[src/rtl/regfile_wb_arbiter_if.sv]
// Writeback bus between the three writeback requesters / decode and the
// register-file write-port arbiter. The master side is the pipeline, and the
// slave side is the arbiter.
interface regfile_wb_arbiter_if #(
    parameter int DW = 32,
    parameter int AW = 5
);
    // ALU writeback request
    logic          alu_valid;
    logic [AW-1:0] alu_addr;
    logic [DW-1:0] alu_data;
    logic          alu_ready;

    // Load writeback request
    logic          ld_valid;
    logic [AW-1:0] ld_addr;
    logic [DW-1:0] ld_data;
    logic          ld_ready;

    // Link writeback request (destination is always the last register)
    logic          lnk_valid;
    logic [DW-1:0] lnk_data;
    logic          lnk_ready;

    // Decode-side scoreboard access
    logic          iss_valid;
    logic [AW-1:0] iss_addr;
    logic [AW-1:0] chk_addr_1;
    logic [AW-1:0] chk_addr_2;
    logic          chk_busy;

    // Register-file write command
    logic          rf_we;
    logic [AW-1:0] rf_waddr;
    logic [DW-1:0] rf_wdata;

    modport master (
        output alu_valid, alu_addr, alu_data,
        input  alu_ready,
        output ld_valid, ld_addr, ld_data,
        input  ld_ready,
        output lnk_valid, lnk_data,
        input  lnk_ready,
        output iss_valid, iss_addr, chk_addr_1, chk_addr_2,
        input  chk_busy,
        input  rf_we, rf_waddr, rf_wdata
    );

    modport slave (
        input  alu_valid, alu_addr, alu_data,
        output alu_ready,
        input  ld_valid, ld_addr, ld_data,
        output ld_ready,
        input  lnk_valid, lnk_data,
        output lnk_ready,
        input  iss_valid, iss_addr, chk_addr_1, chk_addr_2,
        output chk_busy,
        output rf_we, rf_waddr, rf_wdata
    );
endinterface

[src/rtl/regfile_wb_arbiter.sv]
// Round-robin arbiter sharing the single register-file write port among the
// ALU, load and link writeback requesters. The write command is registered.
// A pending-write scoreboard lets decode stall on in-flight destinations.
module regfile_wb_arbiter #(
    parameter int NREQ = 3,
    parameter int DW   = 32,
    parameter int AW   = 5
) (
    input  logic                  clk,
    input  logic                  rst_n,
    regfile_wb_arbiter_if.slave   bus
);
    localparam int NREG = 1 << AW;

    // Requester currently holding top priority
    typedef enum logic [1:0] {
        PTR_ALU = 2'd0,
        PTR_LD  = 2'd1,
        PTR_LNK = 2'd2
    } ptr_e;

    ptr_e              ptr_r;
    ptr_e              ptr_nxt_s;
    logic [NREQ-1:0]   valid_s;
    logic [NREQ-1:0]   gnt_s;
    logic              gnt_any_s;
    logic [AW-1:0]     sel_addr_s;
    logic [DW-1:0]     sel_data_s;
    logic [NREG-1:0]   busy_r;
    logic [NREG-1:0]   set_mask_s;
    logic [NREG-1:0]   clr_mask_s;
    logic [NREG-1:0]   busy_nxt_s;
    logic              rf_we_r;
    logic [AW-1:0]     rf_waddr_r;
    logic [DW-1:0]     rf_wdata_r;

    assign valid_s   = {bus.lnk_valid, bus.ld_valid, bus.alu_valid};
    assign gnt_any_s = |gnt_s;

    // Readies are forced low while reset is held so nothing is consumed then
    assign bus.alu_ready = gnt_s[0] & rst_n;
    assign bus.ld_ready  = gnt_s[1] & rst_n;
    assign bus.lnk_ready = gnt_s[2] & rst_n;

    assign bus.rf_we    = rf_we_r;
    assign bus.rf_waddr = rf_waddr_r;
    assign bus.rf_wdata = rf_wdata_r;

    // Launched writes are already gone from busy_r, so they never stall decode
    assign bus.chk_busy = busy_r[bus.chk_addr_1] | busy_r[bus.chk_addr_2];

    // Grant the first valid requester searching from the pointer, wrapping mod 3
    always_comb begin
        gnt_s = 3'b000;
        case (ptr_r)
            PTR_ALU: begin
                if (valid_s[0])      gnt_s = 3'b001;
                else if (valid_s[1]) gnt_s = 3'b010;
                else if (valid_s[2]) gnt_s = 3'b100;
                else                 gnt_s = 3'b000;
            end
            PTR_LD: begin
                if (valid_s[1])      gnt_s = 3'b010;
                else if (valid_s[2]) gnt_s = 3'b100;
                else if (valid_s[0]) gnt_s = 3'b001;
                else                 gnt_s = 3'b000;
            end
            PTR_LNK: begin
                if (valid_s[2])      gnt_s = 3'b100;
                else if (valid_s[0]) gnt_s = 3'b001;
                else if (valid_s[1]) gnt_s = 3'b010;
                else                 gnt_s = 3'b000;
            end
            default: gnt_s = 3'b000;
        endcase
    end

    // Move priority to the requester just after the winner; hold when idle
    always_comb begin
        ptr_nxt_s = ptr_r;
        if (gnt_s[0])      ptr_nxt_s = PTR_LD;
        else if (gnt_s[1]) ptr_nxt_s = PTR_LNK;
        else if (gnt_s[2]) ptr_nxt_s = PTR_ALU;
        else               ptr_nxt_s = ptr_r;
    end

    // Select the destination and data of the granted requester
    always_comb begin
        sel_addr_s = {AW{1'b0}};
        sel_data_s = {DW{1'b0}};
        case (gnt_s)
            3'b001: begin
                sel_addr_s = bus.alu_addr;
                sel_data_s = bus.alu_data;
            end
            3'b010: begin
                sel_addr_s = bus.ld_addr;
                sel_data_s = bus.ld_data;
            end
            3'b100: begin
                sel_addr_s = {AW{1'b1}};
                sel_data_s = bus.lnk_data;
            end
            default: begin
                sel_addr_s = {AW{1'b0}};
                sel_data_s = {DW{1'b0}};
            end
        endcase
    end

    // Scoreboard update: clear the accepted destination, then apply the new issue
    always_comb begin
        set_mask_s = {NREG{1'b0}};
        clr_mask_s = {NREG{1'b0}};
        if (bus.iss_valid) begin
            set_mask_s = {{(NREG-1){1'b0}}, 1'b1} << bus.iss_addr;
        end else begin
            set_mask_s = {NREG{1'b0}};
        end
        if (gnt_any_s) begin
            clr_mask_s = {{(NREG-1){1'b0}}, 1'b1} << sel_addr_s;
        end else begin
            clr_mask_s = {NREG{1'b0}};
        end
        // Set is applied last, so a newer producer wins over a same-edge clear
        busy_nxt_s = ((busy_r & ~clr_mask_s) | set_mask_s) & ~{{(NREG-1){1'b0}}, 1'b1};
    end

    // Round-robin pointer register
    always_ff @(posedge clk or negedge rst_n) begin
        if (!rst_n) begin
            ptr_r <= PTR_ALU;
        end else begin
            ptr_r <= ptr_nxt_s;
        end
    end

    // Registered write command; register 0 is consumed but never written
    always_ff @(posedge clk or negedge rst_n) begin
        if (!rst_n) begin
            rf_we_r    <= 1'b0;
            rf_waddr_r <= {AW{1'b0}};
            rf_wdata_r <= {DW{1'b0}};
        end else if (gnt_any_s && (sel_addr_s != {AW{1'b0}})) begin
            rf_we_r    <= 1'b1;
            rf_waddr_r <= sel_addr_s;
            rf_wdata_r <= sel_data_s;
        end else begin
            rf_we_r    <= 1'b0;
        end
    end

    // Pending-write scoreboard register
    always_ff @(posedge clk or negedge rst_n) begin
        if (!rst_n) begin
            busy_r <= {NREG{1'b0}};
        end else begin
            busy_r <= busy_nxt_s;
        end
    end
endmodule

[src/flat_wrapper.sv]
// flat-port wrapper written by rule: the top's interface ports become plain ports
module regfile_wb_arbiter_flat 
#(
    parameter int NREQ = 3,
    parameter int DW   = 32,
    parameter int AW   = 5
)
  (clk, rst_n, bus_alu_valid, bus_alu_addr, bus_alu_data, bus_alu_ready, bus_ld_valid, bus_ld_addr, bus_ld_data, bus_ld_ready, bus_lnk_valid, bus_lnk_data, bus_lnk_ready, bus_iss_valid, bus_iss_addr, bus_chk_addr_1, bus_chk_addr_2, bus_chk_busy, bus_rf_we, bus_rf_waddr, bus_rf_wdata);
  regfile_wb_arbiter_if #(.DW(DW), .AW(AW)) bus_i ();
  input  logic clk;
  input  logic rst_n;
  input wire logic [$bits(bus_i.alu_valid)-1:0] bus_alu_valid;
  input wire logic [$bits(bus_i.alu_addr)-1:0] bus_alu_addr;
  input wire logic [$bits(bus_i.alu_data)-1:0] bus_alu_data;
  output wire logic [$bits(bus_i.alu_ready)-1:0] bus_alu_ready;
  input wire logic [$bits(bus_i.ld_valid)-1:0] bus_ld_valid;
  input wire logic [$bits(bus_i.ld_addr)-1:0] bus_ld_addr;
  input wire logic [$bits(bus_i.ld_data)-1:0] bus_ld_data;
  output wire logic [$bits(bus_i.ld_ready)-1:0] bus_ld_ready;
  input wire logic [$bits(bus_i.lnk_valid)-1:0] bus_lnk_valid;
  input wire logic [$bits(bus_i.lnk_data)-1:0] bus_lnk_data;
  output wire logic [$bits(bus_i.lnk_ready)-1:0] bus_lnk_ready;
  input wire logic [$bits(bus_i.iss_valid)-1:0] bus_iss_valid;
  input wire logic [$bits(bus_i.iss_addr)-1:0] bus_iss_addr;
  input wire logic [$bits(bus_i.chk_addr_1)-1:0] bus_chk_addr_1;
  input wire logic [$bits(bus_i.chk_addr_2)-1:0] bus_chk_addr_2;
  output wire logic [$bits(bus_i.chk_busy)-1:0] bus_chk_busy;
  output wire logic [$bits(bus_i.rf_we)-1:0] bus_rf_we;
  output wire logic [$bits(bus_i.rf_waddr)-1:0] bus_rf_waddr;
  output wire logic [$bits(bus_i.rf_wdata)-1:0] bus_rf_wdata;
  assign bus_i.alu_valid = bus_alu_valid;
  assign bus_i.alu_addr = bus_alu_addr;
  assign bus_i.alu_data = bus_alu_data;
  assign bus_alu_ready = bus_i.alu_ready;
  assign bus_i.ld_valid = bus_ld_valid;
  assign bus_i.ld_addr = bus_ld_addr;
  assign bus_i.ld_data = bus_ld_data;
  assign bus_ld_ready = bus_i.ld_ready;
  assign bus_i.lnk_valid = bus_lnk_valid;
  assign bus_i.lnk_data = bus_lnk_data;
  assign bus_lnk_ready = bus_i.lnk_ready;
  assign bus_i.iss_valid = bus_iss_valid;
  assign bus_i.iss_addr = bus_iss_addr;
  assign bus_i.chk_addr_1 = bus_chk_addr_1;
  assign bus_i.chk_addr_2 = bus_chk_addr_2;
  assign bus_chk_busy = bus_i.chk_busy;
  assign bus_rf_we = bus_i.rf_we;
  assign bus_rf_waddr = bus_i.rf_waddr;
  assign bus_rf_wdata = bus_i.rf_wdata;
  regfile_wb_arbiter #(.NREQ(NREQ), .DW(DW), .AW(AW)) u_core (.clk(clk), .rst_n(rst_n), .bus(bus_i));
endmodule
[config.mk]
export PLATFORM = sky130hd
export DESIGN_NAME = regfile_wb_arbiter_flat
export DESIGN_NICKNAME = d
export VERILOG_FILES = /design/src/rtl/regfile_wb_arbiter_if.sv /design/src/rtl/regfile_wb_arbiter.sv /design/src/flat_wrapper.sv
export SDC_FILE = /design/constraint.sdc
export NUM_CORES = 1
export LEC_CHECK = 0
export ABC_AREA = 1
export CAP_MARGIN = 0
export CORE_AREA = 2 2 99 101
export DETAILED_ROUTE_END_ITERATION = 10
export DIE_AREA = 0 0 101 103
export PLACE_DENSITY = 0.83
export SLEW_MARGIN = 10
export SYNTH_ARGS = -nofsm -noshare
export SYNTH_HDL_FRONTEND = slang
export SYNTH_SLANG_ARGS = --single-unit
[constraint.sdc]
create_clock -name clk -period 3 [get_ports clk]
set_clock_uncertainty 0.05 [all_clocks]
set_input_delay 0.6 -clock clk [delete_from_list [all_inputs] [get_ports clk]]
set_output_delay 0.6 -clock clk [all_outputs]
set_load 0.05 [all_outputs]
==> implementation parameters <==
Parameter                              Value

Run status
  Outcome ... finished, final reports clean

Logic synthesis
  Syn Nets ... approximately 800
  Proportion of synthesized chip area in sequential cells ... 39.5%
  Cell accounting for the most synthesized area ... dfrtp_1
  Number of synthesized flops with an enable pin ... 0
  Count of yosys warnings during synthesis ... 0
  Count of state elements after synthesis ... 71
  Cell Area, Synth ... about 4500 um^2
  Synth area leaders ... dfrtp_1 39%, nand2_1 22%, nand3_1 9.7%
  Primary flip-flop cell chosen by synthesis mapping ... dfrtp_1
  Async set-or-reset flop fraction in the synthesized netlist ... between 90% and 100%
  Post-Synthesis Mean Instance Area ... between 6 and 7 um^2
  Unique cell type count in the Yosys netlist ... 26
  Yosys top cell area share ... a little under 40%
  Cells after Synth ... roughly 680

Place
  RD Place Congestion ... ~0.92
  Count of input and output buffers ... 168
  Detailed Place HPWL ... about 11,000 um
  Area after DPL ... ~6300 um^2
  Setup slack at placement ... ~0.18 ns
  Cell count after placement ... about 940

Clock network
  Source-to-sink clock delay at the later pin of the worst-skew pair ... 0.35 ns
  Root buffer cell ... clkbuf_8
  TritonCTS clock tree ... done
  Number of buffers created by CTS ... 9
  Number of hold-repair buffers added at the cts stage ... 0
  Sink count of the clock tree ... 71
  Number of H-tree levels ... 3
  Max clock buf depth ... 2
  Clock transition at the registers of the reported paths ... around 0.080 ns

Routing
  Total wirelength of the detailed-routed design ... between 10,000 and 15,000 um
  Drt via density ... 5.33
  ANT nets after route ... 0
  DR vias ... roughly 5.1k
  Number of DRC violations after detailed-routing iteration 0 ... 406
  Residual DRC count ... 0
  Detailed-router iteration count before antenna repair ... 5
  DR WL/cell ... 15.2 um

Cells and area
  Leading cell type in the layout, fill and taps excluded ... nand2_1
  Most used cells in the layout excluding fill and tap cells ... 267 x nand2_1, 162 x clkdlybuf4s50_1, 87 x nand3_1, 71 x dfrtp_1, 62 x inv_1
  Design area ... ~6500 um^2
  Filler-free cell count of the finished design ... 954
  Final Net Count ... about 960
  Final antenna diode count ... 0
  Fraction of layout instances using a drive strength above 1 ... under 10%
  Area delta synth->final ... 43.9%

Floorplanning
  Die boundary height ... 103 um
  Floorplan die area ... 10,400 um^2
  Starting Density ... 47.6%
  Die W ... just over 100 um
  Row cnt ... 36
  Floorplan core area ... about 9500 um^2
  Number of top-level pins ... roughly 170

Critical path
  Top cell family by delay on the critical path ... buffers and inverters
  Reg-to-reg setup timing slack ... slightly above 0.9 ns
  Cell Chain, Critical Path ... clkdlybuf4s50_1, buf_4, nor2_1, nor2_1, o21ai_0, o211ai_1, nand3_1, nand3_1, nand2_1, nand2_1, buf_4
  Critical Path Start Type ... input pin
  Data required, critical path ... between 2 and 2.5 ns
  Critical Path End Type ... primary output
  Arr. time, crit path ... 2.09 ns
  Combined buffer and inverter count along the critical path ... 3
  Longest individual stage delay on the worst path ... 0.47 ns
  Number of cells on the critical path ... 11
  Number of cells traversed by the worst register-to-register path ... 9
  Critical path's slowest cell ... clkdlybuf4s50_1
  Start-to-end type of the worst setup path ... in -> out
  CP Max Fanout ... 19

Timing
  Final TNS setup ... 0 ns
  Setup repair after global routing missed its margin ... no
  Min setup slack post-route ... about 0.26 ns
  Peak Freq ... between 0.3 and 0.4 GHz
  Minimum period implied by the final worst setup slack ... 2.74 ns
  Relative slew slack ... between 40 and 50%
  Pin slew with the least headroom to its limit ... 0.898 ns
  Number of failing setup endpoints in the final timing report ... 0
  Number of slew-limit violations in the final report ... 0
  Final hold violation count ... 0
  Share of the clock period used by the worst path after layout ... between 90% and 100%

Global routing
  Grt ovf ... 0
  Wire length of the first global-routing pass ... between 20,000 and 25,000 um
  Number of global-route vias before repair ... 4,772
  Initial antenna violation count ... 0
  Largest net degree at the start of global routing ... 72
  Global router's overall resource usage ... between 20 and 30%

Pwr
  Max VDD drop ... about 0.00053 V
  Total power draw ... approximately 6.1 mW
  Power density over the cells ... just over 900 nW/um^2
  Leak pwr ... 3.08 nW

Job
  # Max-Cap Violations ... 0

Min path
  Worst hold path stage count ... 2
  Hold Path Class ... reg -> reg
synthesized netlist by cell type, types with 3 or more instances:
| cell | number |
|---|---|
| o21ai_0 | 45 |
| dfrtp_1 | 71 |
| buf_2 | 10 |
| nand3_2 | 6 |
| o211ai_1 | 8 |
| nand4_1 | 22 |
| nand2_1 | 267 |
| clkbuf_1 | 20 |
| inv_1 | 62 |
| a21oi_1 | 7 |
| buf_6 | 3 |
| o21ai_2 | 10 |
| nand3_1 | 87 |
| nor4_1 | 5 |
| nor2_1 | 39 |
worst min-delay path, delay by kind of cell, from the launching register on:
| family | cells | cell delay [ns] |
|---|---|---|
| flip-flops | 1 | 0.36 |
| AND/OR/NAND/NOR | 2 | 0.11 |
cell type report:
class	instances	area (um^2)
Fill cell	858	2980
Multi-Input combinational cell	504	2300
Timing Repair Buffer	185	1850
Sequential cell	71	1780
Inverter	65	244
Tap cell	114	143
Clock buffer	10	138
Clock inverter	5	35.0
per-stage QoR:
step / hold WS [ns] / util [%]
6_report: 0.439 / 68.5
5_1_grt: 0.461 / 68.5
4_1_cts: 0.434 / 68.5
3_5_place_dp: 0.415 / 66.7
3_3_place_gp: 0.410 / 66.7
2_1_floorplan: 0.254 / -
flip-flops by register name, summed over array words and instances (netlist names):
| signal | flops |
|---|---|
| u_core.ptr_r | 2 |
| u_core.bus.rf_we | 1 |
| u_core.bus.rf_waddr | 5 |
| u_core.bus.rf_wdata | 32 |
| u_core.busy_r | 31 |
power by group:
group / total, mW / internal, mW / switching (mW)
Clock: 0.675 / 0.316 / 0.360
Combinational: 3.51 / 1.18 / 2.33
Sequential: 1.88 / 1.44 / 0.441
Total: 6.06 / 2.93 / 3.13
per-layer routing:
metal | part of all wire [%] | wire, um | GRT usage (%)
met3 | 8.4 | 1210 | 7.19
met1 | 39 | 5700 | 34.4
met5 | 0 | 0 | 0
met2 | 48 | 6940 | 49.0
met4 | 4.3 | 619 | 13.1
logic make-up after synthesis:
family | count (synthesis) | share of synthesized area [%]
buf+inv | 102 | 9.51
compound gates | 71 | 9.20
flops | 71 | 39.5
simple gates | 433 | 41.8
timing repair:
| action | in CTS | in global routing |
|---|---|---|
| endpoints found under the setup margin | 0 | 1 |
| buffers inserted | 0 | 0 |
| resized for setup | 0 | 1 |
worst paths after layout:
check,end,from
max,bus_chk_busy,bus_chk_addr_1[0]
min,u_core.busy_r[7],u_core.busy_r[7]
max reg2reg,u_core.busy_r[1],u_core.ptr_r[0]
min reg2reg,u_core.busy_r[7],u_core.busy_r[7]
max in group asynchronous,u_core.busy_r[16],rst_n
min in group asynchronous,u_core.bus.rf_wdata[12],rst_n
Power figures use the tool's default switching activity.
